### config.mk
export PLATFORM = sky130hd
export DESIGN_NAME = wave_pwm
export DESIGN_NICKNAME = d
export VERILOG_FILES = /design/src/rtl/wave_pwm.sv
export SDC_FILE = /design/constraint.sdc
export NUM_CORES = 1
export LEC_CHECK = 0
export CORE_MARGIN = 3
export CORE_UTILIZATION = 61
export CTS_BUF_LIST = sky130_fd_sc_hd__clkbuf_2
export CTS_CLUSTER_DIAMETER = 120
export DETAILED_ROUTE_END_ITERATION = 7
export DONT_BUFFER_PORTS = 1
export GPL_TIMING_DRIVEN = 0
export PLACE_DENSITY = 0.8
export RECOVER_POWER = 25
export REMOVE_ABC_BUFFERS = 1
export SLEW_MARGIN = 0
export SYNTH_ARGS = -nofsm -noshare
export SYNTH_HDL_FRONTEND = slang
export SYNTH_SLANG_ARGS = --single-unit
### constraint.sdc
create_clock -name clk -period 4.33 [get_ports clk]
set_clock_uncertainty 0.05 [all_clocks]
set_input_delay 0.2165 -clock clk [delete_from_list [all_inputs] [get_ports clk]]
set_output_delay 0.2165 -clock clk [all_outputs]
set_load 0.05 [all_outputs]
### src/rtl/wave_pwm.sv
// PWM stage behind the sine generator: scales each accepted sample by gain and
// plays it as the duty of the next whole PWM period via a one-entry pending buffer.
module wave_pwm #(
    parameter int PWM_BITS = 8
) (
    input  logic        clk,
    input  logic        reset,
    input  logic [15:0] wave_in,
    input  logic        sample_valid,
    output logic        sample_ready,
    input  logic [8:0]  gain,
    input  logic        enable,
    output logic        pwm_out,
    output logic        period_start,
    output logic        underrun,
    output logic        busy
);

    typedef enum logic [1:0] {IDLE, RUN, DRAIN} state_t;

    localparam logic [PWM_BITS-1:0] CNT_MAX = '1;

    state_t              state, state_next;
    logic [PWM_BITS-1:0] cnt, cnt_next;
    logic [PWM_BITS-1:0] act_duty, duty_next;
    logic [PWM_BITS-1:0] pend_duty;
    logic                pend_full, pend_full_next;
    logic                start, load, accept, active_next;

    logic [24:0]         prod;
    logic [15:0]         scaled;
    logic [PWM_BITS-1:0] duty_new;

    // Any product bit above bit 23 means the scaled value exceeds 16 bits.
    assign prod     = {9'd0, wave_in} * {16'd0, gain};
    assign scaled   = prod[24] ? 16'hFFFF : prod[23:8];
    assign duty_new = scaled[15 -: PWM_BITS];
    assign accept   = sample_valid && sample_ready;

    // RUN and DRAIN count identically; only the decision at the wrap differs.
    always_comb begin
        state_next = state;
        cnt_next   = cnt;
        start      = 1'b0;
        case (state)
            IDLE: begin
                if (enable) begin
                    state_next = RUN;
                    start      = 1'b1;
                end
            end
            RUN, DRAIN: begin
                if (cnt == CNT_MAX) begin
                    cnt_next = '0;
                    if (enable) begin
                        state_next = RUN;
                        start      = 1'b1;
                    end else begin
                        state_next = IDLE;
                    end
                end else begin
                    cnt_next   = cnt + 1'b1;
                    state_next = enable ? RUN : DRAIN;
                end
            end
            default: begin
                state_next = IDLE;
                cnt_next   = '0;
            end
        endcase

        load           = start && pend_full;
        duty_next      = load ? pend_duty : act_duty;
        pend_full_next = accept || (pend_full && !load);
        active_next    = (state_next != IDLE);
    end

    always_ff @(posedge clk) begin
        if (reset) begin
            state        <= IDLE;
            cnt          <= '0;
            act_duty     <= '0;
            pend_duty    <= '0;
            pend_full    <= 1'b0;
            sample_ready <= 1'b1;
            pwm_out      <= 1'b0;
            period_start <= 1'b0;
            underrun     <= 1'b0;
            busy         <= 1'b0;
        end else begin
            state        <= state_next;
            cnt          <= cnt_next;
            act_duty     <= duty_next;
            if (accept) begin
                pend_duty <= duty_new;
            end
            pend_full    <= pend_full_next;
            sample_ready <= !pend_full_next;
            pwm_out      <= active_next && (cnt_next < duty_next);
            period_start <= start;
            underrun     <= start && !pend_full;
            busy         <= active_next;
        end
    end

endmodule

-- After elaboration in Yosys (flattened, before gate mapping)
Cells that the tools add are included.
- logic and storage cells: 40
- input bits: 29
- bits in registers: 32
- eq/ne operators: 3
- $add $sub $neg: 1
- multipliers: 1
- mux-type cells: 12
- reductions and logical operators: 12
- $lt $le $gt $ge: 1
- operators by type and width (kind ; number):
    16-bit by 9-bit multiplier with 25-bit output ; 1
    16-bit 2-to-1 mux ; 1
    8-bit 2-to-1 mux ; 2
    8-bit one-hot mux with 2 select lines ; 1
    8-bit by 1-bit adder with 8-bit output (second input constant) ; 1
    8-bit equality test (second input constant) ; 1
    8-bit < comparator ; 1
    2-bit 2-to-1 mux ; 3
    1-bit logical AND ; 5
    2-bit one-hot mux with 2 select lines ; 1
    1-bit zero test ; 3
    1-bit 2-to-1 mux ; 3
    2-bit by 1-bit equality test with 1-bit output (second input constant) ; 1
    2-bit equality test (second input constant) ; 1
    2-bit zero test ; 1
    1-bit one-hot mux with 2 select lines ; 1
    2-bit nonzero test ; 1
    2-bit OR reduction ; 1
    1-bit logical OR ; 1

-- Logic depth before layout (Yosys ltp)
Gate-level depths: netlist of run 1.
- depth after elaboration: 8
- depth in mapped cells: 18
- gate-level depth less buffers: 17

-- Worst setup path after synthesis of run 1
No wires, ideal clock.
- path kind: input -> register
- start point: in gain[2]
- end point: reg pend_duty[6]
- required time: 4192 ps
- buffers on the path: 1
- arrival: 4334 ps
- path slack: -142 ps
- cell stages on the path: 17
- path through: clkbuf_1 -> nand2_1 -> fa_1 -> inv_1 -> fa_1 -> inv_1 -> fa_1 -> inv_1 -> fa_1 -> ha_1 -> a211oi_2 -> o21ai_1 -> a32oi_2 -> a31oi_2 -> o21a_4 -> or2_1 -> a311oi_2
- cells in the longest elaborated chain, start to end: 2
- RTL lines (element ; line ; source):
    start: declaration ; 11 ; input logic [8:0] gain,
    16-bit by 9-bit multiplier with 25-bit output ; 35 ; assign prod = {9'd0, wave_in} * {16'd0, gain};
    16-bit 2-to-1 mux ; 36 ; assign scaled = prod[24] ? 16'hFFFF : prod[23:8];
    end signal: assignment ; 95 ; pend_duty <= duty_new;
    end: declaration ; 26 ; logic [PWM_BITS-1:0] pend_duty;
Every way passes these cells.
A chain may end at the register's enable or synchronous reset.

-- Final worst setup path of run 1
- start point: in wave_in[14]
- end point: reg pend_duty[5]
- cells in the longest elaborated chain, start to end: 2
- RTL lines (element ; line ; source):
    start: declaration ; 8 ; input logic [15:0] wave_in,
    16-bit by 9-bit multiplier with 25-bit output ; 35 ;
    16-bit 2-to-1 mux ; 36 ;
Every way passes these cells.

==> flow_metrics.env, run 1 <==
export IMPL_status="finished, final reports clean"
export IMPL_clock_latency_ns=0.37
export IMPL_setup_viol=0
export IMPL_path_cells="and2_1 -> fa_1 -> fa_1 -> fa_1 -> inv_1 -> fa_1 -> inv_1 -> ha_1 -> a22o_1 -> nor3_1 -> a31oi_4 -> o21a_4 -> o211ai_4 -> a311oi_1"
export IMPL_gp_congestion=0.844
export IMPL_avgSynthCellArea_um2=8.70
export IMPL_synth_area_mm2=0.00563
export IMPL_io_pins=34
export IMPL_finalHoldViolations=0
export IMPL_crit_top_cell="fa_1"
export IMPL_synth_top_cell_area_share=0.348
export IMPL_die_y_um=102
export IMPL_vdd_drop_max_uv=280
export IMPL_required_ns=4.49
export IMPL_fmaxAchievable_mhz=237
export IMPL_worst_r2r_endpoint="pwm_out"
export IMPL_core_mm2=0.00885
export IMPL_tns_ns=0
export IMPL_cp_slowest_cell="fa_1"
export IMPL_clk_path_buf_depth=2
export IMPL_grt_overflow_total=0
export IMPL_routedWlPerCell_um=15.3
export IMPL_nNetsFinal=817
export IMPL_die_w_um=102
export IMPL_min_path_type="in -> reg"
export IMPL_layout_setup_ws_ns=0.112
export IMPL_nFillCells=734
export IMPL_synth_distinct_cells=52
export IMPL_netlist_instances=647
export IMPL_ys_seq_area_frac=0.114
export IMPL_n_antenna_cell=0
export IMPL_period_share=0.974
export IMPL_rows=34
export IMPL_drtIter0Drc=191
export IMPL_cts_tree="done"
export IMPL_cap_violations=0
export IMPL_die_area_mm2=0.0104
export IMPL_ys_ff_latch=32
export IMPL_area_growth_pct=3.18
export IMPL_final_antenna_net_count=0
export IMPL_p_per_area_mw_per_mm2=423
export IMPL_crit_fanout=9
export IMPL_slew_violations=0
export IMPL_synth_area_leaders="fa_1 35%, dfxtp_1 11%, ha_1 11%, and2_1 9.2%, inv_1 8.2%"
export IMPL_ys_async_sr_fraction=0
export IMPL_first_global_vias=4276
export IMPL_arrival_ns=4.38
export IMPL_grtUsageTotal=0.230
export IMPL_cp_start_kind="primary input"
export IMPL_yosys_cell_count_top_type="inv_1"
export IMPL_cts_sinks=32
export IMPL_multi_input_area_mm2=0.00449
export IMPL_hpwl_um=9160
export IMPL_period_minus_slack_ns=4.22
export IMPL_rrSetupSlack_ns=1.23
export IMPL_reg2reg_from="state[1]"
export IMPL_slowest_delay_ns=0.51
export IMPL_dr_pass1_iters=4
export IMPL_holdCritStartpoint="enable"
export IMPL_synth_edf_count=0
export IMPL_synth_largest_area_cell="fa_1"
export IMPL_p_leak_nw=2.87
export IMPL_synth_yosys_warnings=0
export IMPL_seq_area_um2=641
export IMPL_grt_pass1_wl_um=19400
export IMPL_end_kind="flip-flop"
export IMPL_relSlewSlack=0.426
export IMPL_start_util=0.636
export IMPL_drive_gt1_frac=0.0344
export IMPL_synth_ff_type="dfxtp_1"
export IMPL_place_ws_ns=-0.179
export IMPL_netlist_top_cells_count="123 x inv_1, 98 x fa_1, 83 x and2_1"
export IMPL_hold_end="state[0]"
export IMPL_antenna_found_initial=0
export IMPL_max_slew_worst_pin_slew_ns=0.858
export IMPL_totalWireLength_um=11400
export IMPL_worstSetupPathType="in -> reg"
export IMPL_io_buffer_count=0
export IMPL_vias=4259
export IMPL_via_per_inst=5.70
export IMPL_clk_pin_slew_ns=0.15
export IMPL_worst_r2r_path_depth=11
export IMPL_cts_root_buf="clkbuf_2"
export IMPL_cts_buffers=5
export IMPL_min_path_cells=2
export IMPL_h_tree_depth=2
export IMPL_drc=0
export IMPL_grt_max_degree=23
==> critical path: cells and delay by family <==
family,cells,cell delay [ns]
buf+inv,2,0.09
compound gates,5,1.13
fa+ha+maj,5,2.34
simple gates,2,0.59
==> cells by family (layout without fill, tap and decap cells) <==
| logic type | after synthesis | after routing | share of synthesized area |
|---|---|---|---|
| mux | 8 | 8 | 0.0142 |
| fa+ha+maj | 149 | 149 | 0.462 |
| flops | 32 | 32 | 0.114 |
| simple gates | 234 | 234 | 0.209 |
| compound gates | 72 | 72 | 0.0922 |
| xor+xnor | 8 | 8 | 0.0124 |
| buf+inv | 144 | 136 | 0.0969 |
==> report_power, final <==
group | total [mW] | internal, mW | switching (mW)
Combinational | 1.94 | 0.835 | 1.11
Clock | 0.130 | 0.0333 | 0.0963
Sequential | 0.385 | 0.337 | 0.0475
==> state kept, by name (all words and copies together), names as in the netlist <==
name and count:
act_duty 8, cnt 8, pend_duty 8, state 2, busy 1, pend_full 1
period_start 1, pwm_out 1, sample_ready 1, underrun 1
==> area by class of cell <==
| cell class | instances | area share |
|---|---|---|
| inverter | 123 | 0.0795 |
| sequential | 32 | 0.110 |
| tap | 108 | 0.0233 |
| timing repair buffer | 6 | 0.00904 |
| multi-input combinational | 471 | 0.772 |
| clock buffer | 5 | 0.00431 |
| clock inverter | 2 | 0.00129 |
==> how the worst max path moves through the flow <==
stage / startpoint / to / slack [ns]
after floorplan: gain[6] / pend_duty[7] / 0.07
after global placement: wave_in[1] / pend_duty[7] / -0.17
after detailed placement: gain[3] / pend_duty[0] / -0.18
after CTS: gain[3] / pend_duty[0] / 0.19
after global routing: gain[3] / pend_duty[5] / -0.10
final: wave_in[14] / pend_duty[5] / 0.11
==> through the flow <==
step	instance area [µm²]	power, mW	utilization	std cells	hold WS [ns]
2_1_floorplan	5550	1.87	-	626	0.234
3_3_place_gp	5680	2.17	0.642	734	0.239
3_5_place_dp	5680	2.23	0.642	734	0.239
4_1_cts	5750	2.38	0.649	744	0.0319
5_1_grt	5810	2.79	0.657	747	0.0878
6_report	5810	2.46	0.657	747	0.0819
==> layout by cell type (no fill, tap or decap), drive strengths merged, types with 5 or more instances in the layout <==
cell type / count
nor2b: 5
a311oi: 7
a21oi: 16
ha: 51
nor2: 36
a211oi: 6
inv: 123
nand2: 75
dfxtp: 32
nor3: 14
nand3: 5
and2: 83
clkbuf: 5
fa: 98
o21ai: 20
mux2i: 8
==> routing by layer <==
metal | up-vias | global-route usage | part of all wire
met5 | - | 0 | 0
met2 | 123 | 0.388 | 0.53
met4 | 0 | 0.0505 | 0.0091
met3 | 13 | 0.0259 | 0.048
li1 | 2001 | - | -
met1 | 2122 | 0.321 | 0.41
==> repair_timing <==
action,in CTS,in global routing
gates resized for setup,0,6
hold buffers,3,0
setup endpoints to repair,0,8
setup buffers,0,3
endpoints found under the hold margin,25,0
(Power assumes the default switching activity.)
==> run 2: changes to the inputs <==
Settings changed: CTS_CLUSTER_DIAMETER 120 to 40, HOLD_SLACK_MARGIN set to 0.1.
==> run 2 against run 1 <==
Compared with the run above:
- register-to-register slack hardly changed
- routed wire length decreased by 0.37%
- final area did not move
- sequential cell count unchanged
- utilization unchanged
- largest cell class unchanged
==> flow_metrics.env, run 2 (synthesized netlist as in run 1, its figures left out) <==
export IMPL_status="finished, final reports clean"
export IMPL_reg_top3="act_duty x8, cnt x8, pend_duty x8"
export IMPL_slew_violations=0
export IMPL_p_per_area_mw_per_mm2=423
export IMPL_vias=4259
export IMPL_routedWlPerCell_um=15.2
export IMPL_switchingPower_mw=1.25
export IMPL_core_mm2=0.00885
export IMPL_io_pins=34
export IMPL_start_util=0.636
export IMPL_clkPwrFrac=0.052
export IMPL_cp_start_kind="primary input"
export IMPL_area_growth_pct=3.18
export IMPL_comb_power_share=0.791
export IMPL_period_minus_slack_ns=4.23
export IMPL_finalHoldViolations=0
export IMPL_min_path_type="in -> reg"
export IMPL_cts_buffers=5
export IMPL_totalWireLength_um=11400
export IMPL_die_y_um=102
export IMPL_vdd_drop_max_uv=282
export IMPL_post_route_util=0.657
export IMPL_crit_fanout=9
export IMPL_required_ns=4.48
export IMPL_p_leak_nw=2.87
export IMPL_first_global_vias=4274
export IMPL_clk_pin_slew_ns=0.17
export IMPL_via_per_inst=5.70
export IMPL_cts_tree="done"
export IMPL_clk_path_buf_depth=2
export IMPL_relSlewSlack=0.413
export IMPL_drtIter0Drc=184
export IMPL_grtUsageTotal=0.230
export IMPL_final_antenna_net_count=0
export IMPL_layout_commonest_cell="inv_1"
export IMPL_nFillCells=734
export IMPL_instances_no_fill=747
export IMPL_cap_violations=0
export IMPL_gp_congestion=0.844
export IMPL_drive_gt1_frac=0.0344
export IMPL_met2_usage=0.388
export IMPL_period_share=0.976
export IMPL_worstSetupPathType="in -> reg"
export IMPL_dr_pass1_iters=5
export IMPL_design_area_mm2=0.00581
export IMPL_grtUsageMet3=0.0259
export IMPL_n_antenna_cell=0
export IMPL_final_cell_mix="123 x inv_1, 98 x fa_1, 83 x and2_1"
export IMPL_setup_viol=0
export IMPL_dp_cells=734
export IMPL_end_kind="flip-flop"
export IMPL_max_slew_worst_pin_slew_ns=0.878
export IMPL_nNetsFinal=817
export IMPL_fmaxAchievable_mhz=237
export IMPL_placed_cell_area_mm2=0.00568
export IMPL_cts_sinks=32
export IMPL_seq_power_share=0.156
export IMPL_hpwl_um=9160
export IMPL_use_met1=0.321
export IMPL_p_int_mw=1.21
export IMPL_die_area_mm2=0.0104
export IMPL_grt_busiest_layer="met2"
export IMPL_grt_overflow_total=0
export IMPL_h_tree_depth=2
export IMPL_clock_latency_ns=0.36
export IMPL_arrival_ns=4.38
export IMPL_cts_root_buf="clkbuf_2"
export IMPL_io_buffer_count=0
export IMPL_p_sw_frac=0.510
export IMPL_antenna_found_initial=0
export IMPL_rows=34
export IMPL_grt_pass1_wl_um=19400
export IMPL_drc=0
export IMPL_grt_max_degree=24
export IMPL_die_w_um=102
[run 2: cell counts in the layout (fill, tap and decap cells not counted)]
No cell type changed its count.
[run 2: layout make-up]
type,count,area (µm²),area share
multi-input combinational,471,4490,0.772
sequential,32,641,0.110
inverter,123,462,0.0795
tap,108,135,0.0233
timing repair buffer,6,52.6,0.00904
clock buffer,5,25.0,0.00431
clock inverter,2,7.51,0.00129
[run 2: through the flow]
stage	setup WS (ns)	TNS (ns)	hold slack [ns]	power, mW
3_3_place_gp	-0.171	-1.09	0.239	2.17
5_1_grt	-0.101	-0.620	0.147	2.79
3_5_place_dp	-0.179	-1.37	0.239	2.23
4_1_cts	0.187	0	0.143	2.38
6_report	0.102	0	0.159	2.46
2_1_floorplan	0.0708	0	0.234	1.87
[run 2: power by group through the flow]
stage | Combinational, mW | Clock, mW | Sequential (mW)
global placement | 1.78 | 0 | 0.390
detailed placement | 1.84 | 0 | 0.392
global route | 2.26 | 0.143 | 0.389
finish | 1.95 | 0.129 | 0.385
floorplan | 1.49 | 0 | 0.385
CTS | 1.86 | 0.132 | 0.385
[run 2: path summary, 6_finish.rpt]
check                           cells past startpoint  slack [ns]           end        start
worst max-delay path                               14        0.10  pend_duty[5]  wave_in[14]
worst min-delay path                                3        0.16  period_start       enable
worst max register to register                     11        1.22       pwm_out     state[1]
worst min register to register                      1        0.42      underrun    pend_full
[run 2: worst max-delay path, cell delays in order]
cell	delay, ns
and2_1	0.15
fa_1	0.51
fa_1	0.51
fa_1	0.50
inv_1	0.05
fa_1	0.47
inv_1	0.04
ha_1	0.35
a22o_1	0.23
nor3_1	0.44
a31oi_4	0.21
o21a_4	0.26
o211ai_4	0.29
a311oi_1	0.14
[run 2: metal layers]
metal  wire [µm]  share of wire  vias up
met1        4700           0.41     2127
met2        5960           0.53      116
met3         562          0.049       15
met5           0              0        -
met4         130          0.011        0
li1            -              -     2001
[run 2: repair_timing]
item	4_1_cts	5_1_grt
endpoints found under the hold margin	30	0
hold buffers	3	0
setup buffers	0	3
setup endpoints to repair	0	8
resized for setup	0	6
==> run 3: changes to the inputs <==
Settings changed: CTS_CLUSTER_SIZE set to 24.
Clock period 4.33 ns to 3.63 ns, I/O delays scaled along.
==> run 3 against run 2 <==
Compared with the run above:
- the run now ends with negative hold slack, negative setup slack left
- sequential cell count did not move
- clock power is 20% higher
- power grew 43%
- via count grew 2.3%
- die area unchanged
- utilization grew 4.1 points
- sequential power rose by 19%
- setup slack lost 0.46 ns
- register-to-register slack got worse by 0.70 ns
- sequential share of layout area down 0.65 points
- critical endpoint unchanged
- largest cell class unchanged
- largest power group unchanged
==> flow_metrics.env, run 3 (synthesized netlist as in run 1, its figures left out) <==
export IMPL_met3WireLength_um=521
export IMPL_min_path_type="in -> reg"
export IMPL_post_route_util=0.698
export IMPL_crit_top_cell="fa_1"
export IMPL_reg_top3="act_duty x8, cnt x8, pend_duty x8"
export IMPL_period_share=1.10
export IMPL_via_per_inst=5.73
export IMPL_vdd_drop_max_uv=385
export IMPL_drc=0
export IMPL_layout_setup_ws_ns=-0.359
export IMPL_drive_gt1_frac=0.0827
export IMPL_final_antenna_net_count=0
export IMPL_io_pins=34
export IMPL_cts_tree="done"
export IMPL_wl_met1_um=4970
export IMPL_p_leak_nw=2.97
export IMPL_required_ns=3.79
export IMPL_tns_ns=-2.79
export IMPL_rows=34
export IMPL_first_global_vias=4540
export IMPL_n_antenna_cell=0
export IMPL_cts_hold_buffers_added=17
export IMPL_fmaxAchievable_mhz=251
export IMPL_routed_wl_met2_um=6360
export IMPL_gp_congestion=0.844
export IMPL_h_tree_depth=2
export IMPL_totalWireLength_um=12000
export IMPL_die_w_um=102
export IMPL_drtIter0Drc=202
export IMPL_antenna_found_initial=0
export IMPL_vias=4357
export IMPL_clk_pin_slew_ns=0.15
export IMPL_cts_buffers=5
export IMPL_path_cells="and2_1 -> fa_1 -> fa_1 -> fa_1 -> inv_1 -> fa_1 -> inv_1 -> ha_4 -> nand2_2 -> nor3_2 -> a32oi_2 -> a31oi_4 -> o21a_4 -> o211ai_4 -> a311oi_2"
export IMPL_nNetsFinal=831
export IMPL_slowest_delay_ns=0.58
export IMPL_end_kind="flip-flop"
export IMPL_path_delay_family="adder cells"
export IMPL_grt_pass1_wl_um=20600
export IMPL_cts_root_buf="clkbuf_2"
export IMPL_dr_pass1_iters=5
export IMPL_worstSetupPathType="in -> reg"
export IMPL_final_cell_mix="117 x inv_1, 97 x fa_1, 80 x and2_1"
export IMPL_clock_latency_ns=0.37
export IMPL_setup_viol=8
export IMPL_routedWlPerCell_um=15.7
export IMPL_rsz0062_at_grt="true"
export IMPL_grt_max_degree=24
export IMPL_cts_sinks=32
export IMPL_die_area_mm2=0.0104
export IMPL_period_minus_slack_ns=3.99
export IMPL_arrival_ns=4.15
export IMPL_slew_violations=0
export IMPL_p_per_area_mw_per_mm2=567
export IMPL_hpwl_um=9160
export IMPL_top_layer="met4"
export IMPL_clk_path_buf_depth=2
export IMPL_layout_commonest_cell="inv_1"
export IMPL_hold_ws_ns=-0.182
export IMPL_relSlewSlack=0.551
export IMPL_finalHoldViolations=8
export IMPL_cp_num_buf_inv=2
export IMPL_place_ws_ns=-0.844
export IMPL_status="complete, but fails checks"
export IMPL_crit_fanout=16
export IMPL_violations="negative hold slack, negative setup slack"
export IMPL_io_buffer_count=0
export IMPL_grtUsageTotal=0.244
export IMPL_cp_start_kind="primary input"
export IMPL_max_slew_worst_pin_slew_ns=0.674
export IMPL_cp_slowest_cell="fa_1"
export IMPL_grt_overflow_total=0
export IMPL_area_growth_pct=9.66
export IMPL_core_mm2=0.00885
export IMPL_cap_violations=0
export IMPL_start_util=0.636
export IMPL_die_y_um=102
[run 3: worst reg2reg max path: stages (launching register included)]
cell     delay [ns]
dfxtp_1        0.40
inv_1          0.06
ha_1           0.42
inv_1          0.13
nor3_1         0.28
o211a_1        0.45
mux2i_1        0.34
ha_1           0.29
and4_1         0.23
a21oi_1        0.15
nand3_1        0.09
a31oi_1        0.15
[run 3: timing repair]
item / CTS / global route
gates cloned: 0 / 0
pin swaps: 48 / 16
hold endpoints to repair: 30 / 8
setup endpoints to repair: 8 / 8
setup buffers: 3 / 0
gates resized for setup: 30 / 13
[run 3: cell type report]
cell class / instances / area (µm²)
Sequential cell: 32 / 641
Timing Repair Buffer: 20 / 193
Fill cell: 663 / 2670
Inverter: 123 / 462
Clock inverter: 2 / 7.51
Tap cell: 108 / 135
Clock buffer: 5 / 25.0
Multi-Input combinational cell: 471 / 4710
[run 3: through the flow]
step | instances | power, mW | instance area [µm²] | hold slack (ns)
after floorplan | 626 | 2.23 | 5550 | 0.199
after global placement | 734 | 2.59 | 5680 | 0.204
after detailed placement | 734 | 2.66 | 5680 | 0.204
after CTS | 761 | 3.29 | 6110 | -0.198
after global routing | 761 | 3.90 | 6180 | -0.204
final | 761 | 3.50 | 6180 | -0.182
[run 3: final timing paths]
path	end	slack, ns	from	cells past startpoint
setup / recovery	pend_duty[5]	-0.36	gain[3]	15
setup reg to reg	pwm_out	0.52	state[1]	11
hold / removal	pend_duty[6]	-0.18	reset	1
hold reg to reg	pend_duty[3]	0.45	pend_duty[3]	2
[run 3: power breakdown]
group          switching [mW]  internal (mW)  leakage (nW)  total, mW
Clock                   0.116         0.0397        0.0239      0.155
Combinational            1.57           1.32          2.69       2.89
Sequential             0.0567          0.402         0.262      0.459
Total                    1.75           1.76          2.97       3.50
[run 3: layer usage]
layer  global-route usage  vias to the layer above
met4               0.0545                        0
met1                0.330                     2195
li1                     -                     2024
met3               0.0287                       15
met5                    0                        -
met2                0.422                      123
